`src/rtl/clk_rst_seq.sv`:
```
// Clock/reset sequencer: drives the PLL reset, waits for a stable lock,
// holds the downstream system reset for a fixed time, and then runs. On a
// loss of lock it returns to PLL_RST. After MAX_RETRY failed attempts it
// stops in FAIL, and only rst can take it out of FAIL.
module clk_rst_seq #(
  parameter int PLL_RST_LEN     = 16,
  parameter int LOCK_STABLE_LEN = 1024,
  parameter int LOCK_TIMEOUT    = 65536,
  parameter int SYS_RST_LEN     = 16,
  parameter int MAX_RETRY       = 4
) (
  input  logic       clk,
  input  logic       rst,
  input  logic       pll_locked,
  output logic       pll_rst,
  output logic       rst_out,
  output logic       ready,
  output logic       err,
  output logic [7:0] retry_cnt,
  output logic [7:0] loss_cnt,
  output logic [2:0] state_dbg
);

  localparam logic [2:0] S_PLL_RST   = 3'd0;
  localparam logic [2:0] S_WAIT_LOCK = 3'd1;
  localparam logic [2:0] S_RELEASE   = 3'd2;
  localparam logic [2:0] S_RUN       = 3'd3;
  localparam logic [2:0] S_FAIL      = 3'd4;

  localparam int PR_W = $clog2(PLL_RST_LEN + 1);
  localparam int ST_W = $clog2(LOCK_STABLE_LEN + 1);
  localparam int TO_W = $clog2(LOCK_TIMEOUT + 1);
  localparam int SR_W = $clog2(SYS_RST_LEN + 1);

  // Each counter starts at 0 when its state is entered. A state ends on the
  // cycle where its counter holds LEN-1, which gives exactly LEN cycles in
  // that state.
  localparam logic [PR_W-1:0] PR_LAST = PR_W'(PLL_RST_LEN - 1);
  localparam logic [ST_W-1:0] ST_LAST = ST_W'(LOCK_STABLE_LEN - 1);
  localparam logic [TO_W-1:0] TO_LAST = TO_W'(LOCK_TIMEOUT - 1);
  localparam logic [SR_W-1:0] SR_LAST = SR_W'(SYS_RST_LEN - 1);
  localparam logic [7:0]      RETRY_LIMIT = 8'(MAX_RETRY);

  logic [2:0]      state, state_nxt;
  logic [PR_W-1:0] prst_cnt;
  logic [ST_W-1:0] stable_cnt;
  logic [TO_W-1:0] tmo_cnt;
  logic [SR_W-1:0] srst_cnt;
  logic            sync_1, locked_s;
  logic            retry_inc, loss_ev;
  logic [7:0]      retry_nxt;

  assign state_dbg = state;
  assign retry_nxt = retry_cnt + 8'd1;

  // Two-flop synchronizer for the asynchronous lock indicator.
  always_ff @(posedge clk) begin
    if (rst) begin
      sync_1   <= 1'b0;
      locked_s <= 1'b0;
    end else begin
      sync_1   <= pll_locked;
      locked_s <= sync_1;
    end
  end

  // Next-state decode. In WAIT_LOCK the lock check comes before the
  // timeout check, so lock acceptance wins when both happen on one cycle.
  always_comb begin
    state_nxt = state;
    retry_inc = 1'b0;
    loss_ev   = 1'b0;
    case (state)
      S_PLL_RST: begin
        if (prst_cnt == PR_LAST) state_nxt = S_WAIT_LOCK;
      end
      S_WAIT_LOCK: begin
        if (locked_s && (stable_cnt == ST_LAST)) begin
          state_nxt = S_RELEASE;
        end else if (tmo_cnt == TO_LAST) begin
          retry_inc = 1'b1;
          state_nxt = (retry_nxt == RETRY_LIMIT) ? S_FAIL : S_PLL_RST;
        end
      end
      S_RELEASE: begin
        if (!locked_s) begin
          loss_ev   = 1'b1;
          state_nxt = S_PLL_RST;
        end else if (srst_cnt == SR_LAST) begin
          state_nxt = S_RUN;
        end
      end
      S_RUN: begin
        if (!locked_s) begin
          loss_ev   = 1'b1;
          state_nxt = S_PLL_RST;
        end
      end
      S_FAIL:  state_nxt = S_FAIL;
      default: state_nxt = S_PLL_RST;
    endcase
  end

  // Per-state counters. All of them clear on any state change and on rst.
  always_ff @(posedge clk) begin
    if (rst || (state_nxt != state)) begin
      prst_cnt   <= '0;
      stable_cnt <= '0;
      tmo_cnt    <= '0;
      srst_cnt   <= '0;
    end else begin
      case (state)
        S_PLL_RST: prst_cnt <= prst_cnt + 1'b1;
        S_WAIT_LOCK: begin
          tmo_cnt    <= tmo_cnt + 1'b1;
          stable_cnt <= locked_s ? stable_cnt + 1'b1 : '0;
        end
        S_RELEASE: srst_cnt <= srst_cnt + 1'b1;
        default: ;
      endcase
    end
  end

  // State register and registered outputs. The outputs are decoded from
  // the next state, so they change on the same edge as the state.
  always_ff @(posedge clk) begin
    if (rst) begin
      state     <= S_PLL_RST;
      pll_rst   <= 1'b1;
      rst_out   <= 1'b1;
      ready     <= 1'b0;
      err       <= 1'b0;
      retry_cnt <= 8'd0;
      loss_cnt  <= 8'd0;
    end else begin
      state   <= state_nxt;
      pll_rst <= (state_nxt == S_PLL_RST) || (state_nxt == S_FAIL);
      rst_out <= (state_nxt != S_RUN);
      ready   <= (state_nxt == S_RUN);
      err     <= (state_nxt == S_FAIL);
      if (retry_inc) begin
        retry_cnt <= retry_nxt;
      end else if ((state_nxt == S_RUN) && (state != S_RUN)) begin
        retry_cnt <= 8'd0;
      end
      if (loss_ev && (loss_cnt != 8'hFF)) loss_cnt <= loss_cnt + 8'd1;
    end
  end

endmodule
```
`config.mk`:
```
export PLATFORM = sky130hd
export DESIGN_NAME = clk_rst_seq
export DESIGN_NICKNAME = d
export VERILOG_FILES = /design/src/rtl/clk_rst_seq.sv
export SDC_FILE = /design/constraint.sdc
export NUM_CORES = 1
export LEC_CHECK = 0
export ABC_AREA = 0
export BUFFER_PORTS_ARGS = -buffer_cell sky130_fd_sc_hd__buf_4
export CAP_MARGIN = 20
export CORE_AREA = 2 2 98 72
export CTS_BUF_LIST = sky130_fd_sc_hd__clkbuf_4 sky130_fd_sc_hd__clkbuf_8
export CTS_CLUSTER_DIAMETER = 60
export DETAILED_ROUTE_END_ITERATION = 10
export DIE_AREA = 0 0 100 74
export PLACE_DENSITY = 0.64
export SYNTH_ARGS = -nofsm -noshare
export SYNTH_HDL_FRONTEND = slang
export SYNTH_SLANG_ARGS = --single-unit
```
`constraint.sdc`:
```
create_clock -name clk -period 4.3 [get_ports clk]
set_input_delay 0.43 -clock clk [delete_from_list [all_inputs] [get_ports clk]]
set_output_delay 0.43 -clock clk [all_outputs]
set_load 0.02 [all_outputs]
```
## Yosys cells after proc, flatten, opt, wreduce, memory -nomap -nowiden

Index checks and enable logic that the tools add are counted.

| storage, ports and cells | value |
|---|---|
| register bits after elaboration | 63 |
| input bits | 3 |
| output and inout bits | 23 |

| cells by class | value |
|---|---|
| muxes and demuxes | 16 |
| add/subtract/negate cells | 6 |
| eq/ne operators | 15 |
| reductions and logical operators | 9 |

Operator list:

| kind | count |
|---|---|
| 2-to-1 mux 3 bit | 7 |
| adder 17 x 1 -> 17 bit (second input constant) | 1 |
| == test 17 x 16 -> 1 bit (second input constant) | 1 |
| adder 8 x 1 -> 8 bit (second input constant) | 2 |
| 2-to-1 mux 8 bit | 2 |
| case mux 3 bit (5 select lines) | 1 |
| adder 11 x 1 -> 11 bit (second input constant) | 1 |
| == test 11 x 10 -> 1 bit (second input constant) | 1 |
| 2-to-1 mux 11 bit | 1 |
| adder 5 x 1 -> 5 bit (second input constant) | 2 |
| == test 5 x 4 -> 1 bit (second input constant) | 2 |
| == test 3 x 2 -> 1 bit (second input constant) | 3 |
| == test 8 x 3 -> 1 bit (second input constant) | 1 |
| != test 8 bit (second input constant) | 1 |
| == test 3 bit (second input constant) | 2 |
| logical NOT 3 bit | 2 |
| != test 3 x 2 -> 1 bit (second input constant) | 2 |
| 2-to-1 mux 1 bit | 5 |
| == test 3 x 1 -> 1 bit (second input constant) | 1 |
| logical AND 1 bit | 3 |
| != test 3 bit | 1 |
| logical OR 1 bit | 2 |
| nonzero test 2 bit | 1 |
| OR reduction 2 bit | 1 |

## Depth between registers and ports, before layout

Gate-level depths: netlist (run 1).

| depth | value |
|---|---|
| depth after elaboration | 10 |
| gate-level depth with buffers | 8 |
| depth with buffers taken out | 8 |

## Least setup slack after synthesis (run 1)

No wires, ideal clock.

| timing path | value |
|---|---|
| path type | reg2reg |
| start point | register state[0], in the netlist state_dbg[0] |
| end point | register tmo_cnt[13] |
| data arrival time | 2.080 ns |
| slack | 2.141 ns |
| path buffers | 1 |
| cell stages (with the launch flop) | 6 |
| required time | 4.221 ns |
| library setup time | 0.079 ns |
| cells stage by stage | dfxtp_1 > or3b_1 > buf_6 > or3_4 > or4_1 > a211oi_2 |

| on the way | value |
|---|---|
| word-level cells in the longest chain between the ends | 5 |
| elaborated cells on any way between the ends | 14 |
| those cells by class | eq/ne: 5; mux: 7; reduce/logical: 2 |

RTL lines:

| item | line | text |
|---|---|---|
| from (decl) | 44 | `logic [2:0] state, state_nxt;` |
| from (signal assigned) | 136 | `state <= state_nxt;` |
| 2-to-1 mux 3 bit, on equally long branches | 89, 80 |  |
| 2-to-1 mux 3 bit, on equally long branches | 86, 78 |  |
| case mux 3 bit (5 select lines) | 73 | `case (state)` |
| != test 3 bit | 106 | `if (rst \|\| (state_nxt != state)) begin` |
| logical OR 1 bit | 106 |  |
| to (signal assigned) | 115 | `tmo_cnt <= tmo_cnt + 1'b1;` |
| to (decl) | 47 | `logic [TO_W-1:0] tmo_cnt;` |

Parallel ways exist; a longest one is shown, timed or not.
A chain may end at the register's enable or synchronous reset.

## Worst setup path after layout (run 1)

| timing path | value |
|---|---|
| start point | register state[2], in the netlist state_dbg[2] |
| end point | register tmo_cnt[10] |

The elaborated chain is that of the path after synthesis.

==> results_dict.tcl, run 1 <==
set metrics [dict create \
    overflow 0 \
    htree_levels 3 \
    whs_ps 296 \
    cts_resized 0 \
    post-cts-setup-buffers 0 \
    wl_per_cell_um 14.0 \
    die_w_um 100 \
    post-route-period-util_pct 62.8 \
    ctsHoldBuffers 0 \
    grt_max_degree 35 \
    cts_tree "done" \
    syn-num-nets 369 \
    antenna_found_initial 0 \
    setup_viol 0 \
    power_density_mw_per_mm2 330 \
    slew_viol_final 0 \
    switching_share_pct 19.5 \
    core_mm2 0.00651 \
    cp_max_fo 20 \
    ys_seq_area_share_pct 40.0 \
    synthArstFlopShare_pct 0 \
    timing_hold_violations_final 0 \
    path_buf_inv 1 \
    reg2reg_depth 5 \
    fin_util_pct 55.8 \
    netlist.area_leader.share_pct 40.0 \
    setup.worst_path.end_class "flop" \
    crit_family "simple AND/OR/NAND/NOR gates" \
    rrSetupSlack_ps 1600 \
    drt_iter0_markers 133 \
    critPathLaunchType "flop" \
    critical_path_class "reg2reg" \
    ys.flop_type "dfxtp_1" \
    grt_pass1_vias 2416 \
    postSynthCellCount 356 \
    rsz0062_at_grt "false" \
    ys_warn_count 0 \
    gp_congestion 0.786 \
    clk_pin_slew_ps 70 \
    syn_to_final_growth_pct 15.4 \
    cts.sinks 63 \
    hold_depth 2 \
    cpMaxStageDelayCell "a21oi_2" \
    synth-edff-count 0 \
    initial_utilization_pct 48.4 \
    drc_errors 0 \
    clkPwrFrac_pct 48.9 \
    cts_buffer_depth 2 \
    ys_ff_latch 63 \
    drv_cap 0 \
    crit_chain "or3b_1, nor2_1, a21oi_2, buf_4, nor3_1" \
    placed_area_mm2 0.00340 \
    die_h_um 74 \
    tightest_slew_ps 809 \
    synth.most_common_cell "dfxtp_1" \
    slew_headroom_pct 46.1 \
    numPortBuffers 25 \
    p_sw_uw 234 \
    final_cells 465 \
    vdd_drop_max_v 0.000209 \
    fin_tns_setup_ps 0 \
    p_comb_share_pct 1.8 \
    via_per_inst 5.69 \
    wl_mm 6.53 \
    grt_use_total_pct 19.4 \
    vias 2646 \
    synth_area_leaders "dfxtp_1 (40%), xor2_1 (4.4%), nor3_1 (4.1%)" \
    worstHoldPathType "in2reg" \
    hpwl_mm 4.45 \
    netlist_top_cells_count "dfxtp_1 (63), nor3_1 (26), nor2_1 (25)" \
    cts_root_buffer "clkbuf_8" \
    avgSynthCellArea_um2 8.85 \
    fin_nets 392 \
    syn_area_mm2 0.00315 \
    diodes 0 \
    status "complete, no violations" \
    critPathMaxStageDelay_ps 670 \
    fp-row-count 25 \
    pwr-share-seq_pct 49.3 \
    drt_pass1_iterations 4 \
    die_area_mm2 0.00740 \
    required_ps 4510 \
    final_cell_area_mm2 0.00363 \
    synthDistinctLibCells 53 \
    fmax_mhz 370 \
    placed_cells 449 \
    cts-buffers-inserted 9 \
    io_pins 26 \
    clock_latency_ps 340 \
    arrival_ps 2910 \
    synth_area_leader_cell "dfxtp_1" \
    p_int_uw 964 \
    path_depth 5 \
    ant_nets 0 \
    finalClockSkew_ps 9.06 \
    drive_gt1_share_pct 14.3 \
    period_needed_ps 2700 \
    power.leakage_nw 1.35 \
    grt_pass1_wl_mm 11.4 \
]
[power groups by stage]
stage / Sequential (mW) / Clock (mW) / Combinational [mW]
2_1_floorplan: 0.602 / 0 / 0.0156
3_3_place_gp: 0.603 / 0 / 0.0212
3_5_place_dp: 0.603 / 0 / 0.0218
4_1_cts: 0.590 / 0.601 / 0.0219
5_1_grt: 0.590 / 0.632 / 0.0246
6_report: 0.590 / 0.586 / 0.0218
[final timing paths]
| path | start | endpoint |
|---|---|---|
| worst max-delay path | state_dbg[2] | tmo_cnt[10] |
| worst min-delay path | pll_locked | sync_1 |
| worst max register to register | state_dbg[2] | tmo_cnt[10] |
| worst min register to register | sync_1 | locked_s |
[per-stage QoR]
step | power (mW) | setup slack [ps]
finish | 1.20 | 1600
global route | 1.25 | 1380
CTS | 1.21 | 1630
detailed placement | 0.625 | 1630
global placement | 0.624 | 1620
floorplan | 0.617 | 2140
[worst register-to-register path: stages, from the launching register on]
cell	delay, ps
dfxtp_1	650
or3b_1	630
nor2_1	180
a21oi_2	670
buf_4	370
nor3_1	80
[layout make-up]
cell class | instances | area, um2
clock buffer | 13 | 166
clock inverter | 3 | 65.1
fill | 616 | 2870
inverter | 10 | 37.5
multi-input combinational | 267 | 1790
sequential | 63 | 1260
tap | 81 | 101
timing repair buffer | 28 | 210
[cells in the final DEF, fill, tap and decap left out, types with 4 or more instances in the layout]
master    netlist  routed
nand2_1        18      18
xnor2_1        10      10
nor2_1         25      25
nor3_1         26      26
nor4_1         15      15
a21oi_1         7       6
o21ai_0        11      11
a22o_1          4       4
nor3b_1         4       4
a221o_1         4       4
nand4_1        12      12
buf_4           0      28
o211ai_1        5       5
mux2i_1         4       4
xor2_1         16      16
dfxtp_1        63      63
and3_1          7       7
nand3_1        13      13
ha_1           10      10
a211oi_1        9       9
and2_1          6       6
inv_1          10      10
clkbuf_8        0      11
or3_1           7       7
and4_1          6       6
nor2b_1         8       8
[kinds of logic after synthesis]
| group | count (synthesis) | share of synthesized area [%] |
|---|---|---|
| flops | 63 | 40.0 |
| buf+inv | 26 | 3.38 |
| xor+xnor | 26 | 7.23 |
| mux | 6 | 1.99 |
| simple gates | 161 | 28.5 |
| compound gates | 64 | 14.9 |
| fa+ha+maj | 10 | 3.97 |
[routing by layer]
metal	track usage [%]	wire length [um]	up-vias
li1	-	-	1373
met1	28.5	3450	1215
met2	27.0	2670	50
met3	6.30	335	8
met4	6.09	80	0
met5	0	0	-
[registers in the layout, summed over array words and instances (netlist names), 3 cells and up]
name,cells
loss_cnt,8
prst_cnt,5
srst_cnt,5
retry_cnt,8
state_dbg,3
tmo_cnt,17
stable_cnt,11
Power figures use the tool's default switching activity.
==> run 2, diff against run 1 <==
==> constraint.sdc (replaced) <==
create_clock -name clk -period 2.55 [get_ports clk]
set_input_delay 0.255 -clock clk [delete_from_list [all_inputs] [get_ports clk]]
set_output_delay 0.255 -clock clk [all_outputs]
set_load 0.02 [all_outputs]
==> results_dict.tcl, run 2 (same netlist as run 1, synthesis figures left out) <==
set metrics [dict create \
    cts-buffers-inserted 9 \
    final_common_cell "dfxtp_1" \
    numPortBuffers 25 \
    vias 2714 \
    grt_use_total_pct 19.8 \
    pre_cts_ws_ps 325 \
    fin_nets 402 \
    largest_reg_flops 17 \
    initial_utilization_pct 48.4 \
    cts_buffer_depth 2 \
    wl_per_cell_um 14.2 \
    grt.met2_usage_pct 28.0 \
    rrSetupSlack_ps 330 \
    drive_gt1_share_pct 16.5 \
    cts_resized 0 \
    hpwl_mm 4.62 \
    overflow 0 \
    required_ps 2800 \
    post-route-period-util_pct 87.2 \
    period_needed_ps 2220 \
    gp_congestion 0.825 \
    grt_max_degree 35 \
    setup_viol 0 \
    drt_iter0_markers 139 \
    core_mm2 0.00651 \
    cpMostUsedCell "ha_1" \
    cp_max_fo 34 \
    clock_latency_ps 350 \
    vdd_drop_max_v 0.000329 \
    fillCellCount 604 \
    final_cell_area_mm2 0.00372 \
    p_comb_share_pct 1.9 \
    finalPower_mw 2.03 \
    placed_cells 459 \
    rsz0062_at_grt "false" \
    crit_chain "ha_1, and3_1, ha_1, o211a_1, o211ai_1, o2111ai_2, buf_4, nor4_1" \
    status "complete, no violations" \
    io_pins 26 \
    diodes 0 \
    drc_errors 0 \
    final_cell_mix "dfxtp_1 (63), buf_4 (37), nor3_1 (26)" \
    via_per_inst 5.71 \
    die_w_um 100 \
    cpMaxStageDelayCell "dfxtp_1" \
    slew_viol_final 0 \
    power.leakage_nw 1.41 \
    fmax_mhz 450 \
    post-cts-setup-buffers 0 \
    grt_pass1_vias 2393 \
    clk_pin_slew_ps 70 \
    p_sw_uw 408 \
    die_h_um 74 \
    htree_levels 3 \
    ant_nets 0 \
    ctsHoldBuffers 0 \
    pwr-share-seq_pct 48.9 \
    whs_ps 127 \
    switching_share_pct 20.0 \
    cts_tree "done" \
    slew_headroom_pct 54.4 \
    busiest_layer "met1" \
    final_cells 475 \
    reg_top3 "tmo_cnt: 17 flops, stable_cnt: 11 flops" \
    fp-row-count 25 \
    grt_pass1_wl_mm 11.6 \
    fin_tns_setup_ps 0 \
    power_density_mw_per_mm2 547 \
    use_met1_pct 28.8 \
    finalClockSkew_ps 10.0 \
    clkPwrFrac_pct 49.2 \
    cts_root_buffer "clkbuf_8" \
    cts.sinks 63 \
    drv_cap 0 \
    setup.worst_path.end_class "flop" \
    tightest_slew_ps 679 \
    grtUsageMet3_pct 5.73 \
    syn_to_final_growth_pct 18.2 \
    p_int_mw 1.63 \
    wl_mm 6.75 \
    worstHoldPathType "in2reg" \
    arrival_ps 2480 \
    setup_ws_ps 327 \
    placed_area_mm2 0.00349 \
    critPathMaxStageDelay_ps 330 \
    timing_hold_violations_final 0 \
    fin_util_pct 57.2 \
    largest-register "tmo_cnt" \
    antenna_found_initial 0 \
    critical_path_class "reg2reg" \
    drt_pass1_iterations 4 \
    critPathLaunchType "flop" \
    die_area_mm2 0.00740 \
]
-- run 2: changes by cell type in the layout (fill, tap and decap cells not counted), sizes merged --
cell,delta
buf,+10
-- run 2: worst paths after layout --
check,cells past startpoint,startpoint,end
setup / recovery,8,srst_cnt[0],stable_cnt[8]
hold / removal,2,pll_locked,sync_1
setup reg to reg,8,srst_cnt[0],stable_cnt[8]
hold reg to reg,1,sync_1,locked_s
-- run 2: layout make-up --
cell class / instances / area, um2 / share of cell area [%]
Timing Repair Buffer: 38 / 298 / 8.00
Clock buffer: 13 / 166 / 4.47
Tap cell: 81 / 101 / 2.72
Clock inverter: 3 / 65.1 / 1.75
Multi-Input combinational cell: 267 / 1790 / 48.2
Sequential cell: 63 / 1260 / 33.9
Inverter: 10 / 37.5 / 1.01
-- run 2: critical path, delay by kind of cell (launching register included) --
family / cells / cell delay (ps)
adders and majority gates: 2 / 450
buffers and inverters: 1 / 260
and+or+nand+nor: 2 / 510
DFF: 1 / 330
AOI/OAI and AO/OA: 3 / 580
-- run 2: per-layer routing --
layer  wire length (um)  part of all wire (%)
met2               2800                    41
met4                 87                   1.3
met1               3590                    53
met5                  0                     0
met3                268                   4.0
-- run 2: power groups by stage --
| stage | clock (mW) | combinational [mW] | sequential (mW) |
|---|---|---|---|
| after global routing | 1.07 | 0.0430 | 0.994 |
| after detailed placement | 0 | 0.0386 | 1.02 |
| after floorplan | 0 | 0.0262 | 1.01 |
| final | 1.00 | 0.0385 | 0.994 |
| after CTS | 1.02 | 0.0389 | 0.994 |
| after global placement | 0 | 0.0375 | 1.02 |
==> run 3, diff against run 2 <==
--- a/config.mk
+++ b/config.mk
@@ -8,12 +8,12 @@
 export ABC_AREA = 0
 export BUFFER_PORTS_ARGS = -buffer_cell sky130_fd_sc_hd__buf_4
 export CAP_MARGIN = 20
-export CORE_AREA = 2 2 98 72
+export CORE_AREA = 2 2 126 91
 export CTS_BUF_LIST = sky130_fd_sc_hd__clkbuf_4 sky130_fd_sc_hd__clkbuf_8
 export CTS_CLUSTER_DIAMETER = 60
 export DETAILED_ROUTE_END_ITERATION = 10
-export DIE_AREA = 0 0 100 74
-export PLACE_DENSITY = 0.64
+export DIE_AREA = 0 0 128 93
+export PLACE_DENSITY = 0.42
 export SYNTH_ARGS = -nofsm -noshare
 export SYNTH_HDL_FRONTEND = slang
 export SYNTH_SLANG_ARGS = --single-unit
==> results_dict.tcl, run 3 (same netlist as run 1, synthesis figures left out) <==
set metrics [dict create \
    cpMostUsedCell "ha_1" \
    tightest_slew_ps 676 \
    setup_viol 0 \
    slew_viol_final 0 \
    fmax_mhz 456 \
    required_ps 2810 \
    path_buf_inv 1 \
    gp_congestion 0.736 \
    p_int_mw 1.58 \
    drive_gt1_share_pct 16.3 \
    cts_buffer_depth 2 \
    p_comb_share_pct 2.0 \
    wl_per_cell_um 14.3 \
    drt_iter0_markers 127 \
    hpwl_mm 5.21 \
    fin_tns_setup_ps 0 \
    vdd_drop_max_v 0.000211 \
    clkPwrFrac_pct 48.3 \
    crit_family "compound AO/OA/AOI/OAI gates" \
    largest_reg_flops 17 \
    grt_pass1_wl_mm 12.5 \
    setup.worst_path.end_class "flop" \
    die_h_um 93 \
    hold_depth 2 \
    numPortBuffers 25 \
    largest-register "tmo_cnt" \
    post-route-period-util_pct 86.0 \
    grt_use_total_pct 13.4 \
    rrSetupSlack_ps 360 \
    via_per_inst 5.23 \
    htree_levels 3 \
    status "complete, no violations" \
    hp-start "pll_locked" \
    cp_max_fo 22 \
    overflow 0 \
    grt_pass1_vias 2405 \
    critPathMaxStageDelay_ps 330 \
    wl_mm 7.59 \
    finalPower_mw 2.00 \
    drc_errors 0 \
    p_sw_uw 420 \
    crit_chain "ha_1, and3_1, ha_1, o211a_1, o211ai_1, o2111ai_2, buf_4, a211oi_1" \
    cts_resized 0 \
    ant_nets 0 \
    final_common_cell "dfxtp_1" \
    initial_utilization_pct 29.3 \
    final_cell_mix "dfxtp_1 (63), buf_4 (37), nor3_1 (26)" \
    cts_tree "done" \
    die_w_um 128 \
    fp-row-count 32 \
    vias 2768 \
    timing_hold_violations_final 0 \
    clk_pin_slew_ps 70 \
    critPathLaunchType "flop" \
    antenna_found_initial 0 \
    ctsHoldBuffers 0 \
    grt_max_degree 35 \
    whs_ps 126 \
    path_depth 8 \
    diodes 0 \
    reg2reg_depth 8 \
    finalClockSkew_ps 5.07 \
    cpMaxStageDelayCell "dfxtp_1" \
    reg_top3 "tmo_cnt: 17 flops, stable_cnt: 11 flops" \
    cts-buffers-inserted 9 \
    cts.sinks 63 \
    post-cts-setup-buffers 0 \
    rsz0062_at_grt "false" \
    fin_nets 402 \
    io_pins 26 \
    placed_cells 514 \
    slew_headroom_pct 54.6 \
    min_to "sync_1" \
    syn_to_final_growth_pct 19.8 \
    drv_cap 0 \
    worstHoldPathType "in2reg" \
    cts_root_buffer "clkbuf_8" \
    critical_path_class "reg2reg" \
    final_cells 529 \
    die_area_mm2 0.0119 \
    pwr-share-seq_pct 49.7 \
    period_needed_ps 2190 \
    arrival_ps 2450 \
    switching_share_pct 21.0 \
    power_density_mw_per_mm2 531 \
    clock_latency_ps 350 \
    power.leakage_nw 1.40 \
    core_mm2 0.0107 \
    r2r_start "srst_cnt[0]" \
    r2r_end "tmo_cnt[14]" \
    drt_pass1_iterations 4 \
]
## run 3: cell types whose count changed in the layout (fill, tap and decap cells not counted), sizes merged
| cell | before | now |
|---|---|---|
| clkbuf | 13 | 11 |
| clkinv | 1 | 2 |
## run 3: per-layer routing
layer / GRT usage (%) / wire length (um) / vias to the layer above
met3: 4.41 / 346 / 9
met2: 17.6 / 2930 / 43
met1: 20.3 / 4220 / 1318
met5: 0 / 0 / -
li1: - / - / 1398
met4: 4.12 / 94 / 0
## run 3: worst max-delay path by stage
stage                                to  slack (ps)    startpoint
after floorplan             tmo_cnt[13]         390  state_dbg[0]
after global placement    stable_cnt[5]         410   srst_cnt[0]
after detailed placement  stable_cnt[8]         380   srst_cnt[0]
after CTS                 stable_cnt[9]         340   srst_cnt[0]
after global routing       retry_cnt[0]         160    tmo_cnt[7]
final                       tmo_cnt[14]         360   srst_cnt[0]
## run 3: power by group through the flow
| stage | logic, mW | registers (mW) | clock network [mW] |
|---|---|---|---|
| after floorplan | 0.0262 | 1.01 | 0 |
| after global placement | 0.0406 | 1.02 | 0 |
| after detailed placement | 0.0403 | 1.02 | 0 |
| after CTS | 0.0403 | 0.994 | 1.00 |
| after global routing | 0.0448 | 0.994 | 1.05 |
| final | 0.0400 | 0.994 | 0.968 |
## run 3: final cells by class
| type | instances | area [um2] |
|---|---|---|
| clock buffers | 11 | 145 |
| clock inverters | 4 | 70.1 |
| fillers | 1113 | 6960 |
| inverters | 10 | 37.5 |
| multi-input cells | 267 | 1790 |
| flip-flops and latches | 63 | 1260 |
| well taps | 136 | 170 |
| repair buffers | 38 | 298 |
## run 3: through the flow
| step | utilization, % | setup slack [ps] | area [um2] |
|---|---|---|---|
| 4_1_cts | 35.2 | 344 | 3770 |
| 3_5_place_dp | 33.2 | 381 | 3560 |
| 6_report | 35.2 | 356 | 3770 |
| 3_3_place_gp | 33.2 | 410 | 3560 |
| 5_1_grt | 35.2 | 162 | 3770 |
| 2_1_floorplan | - | 391 | 3150 |
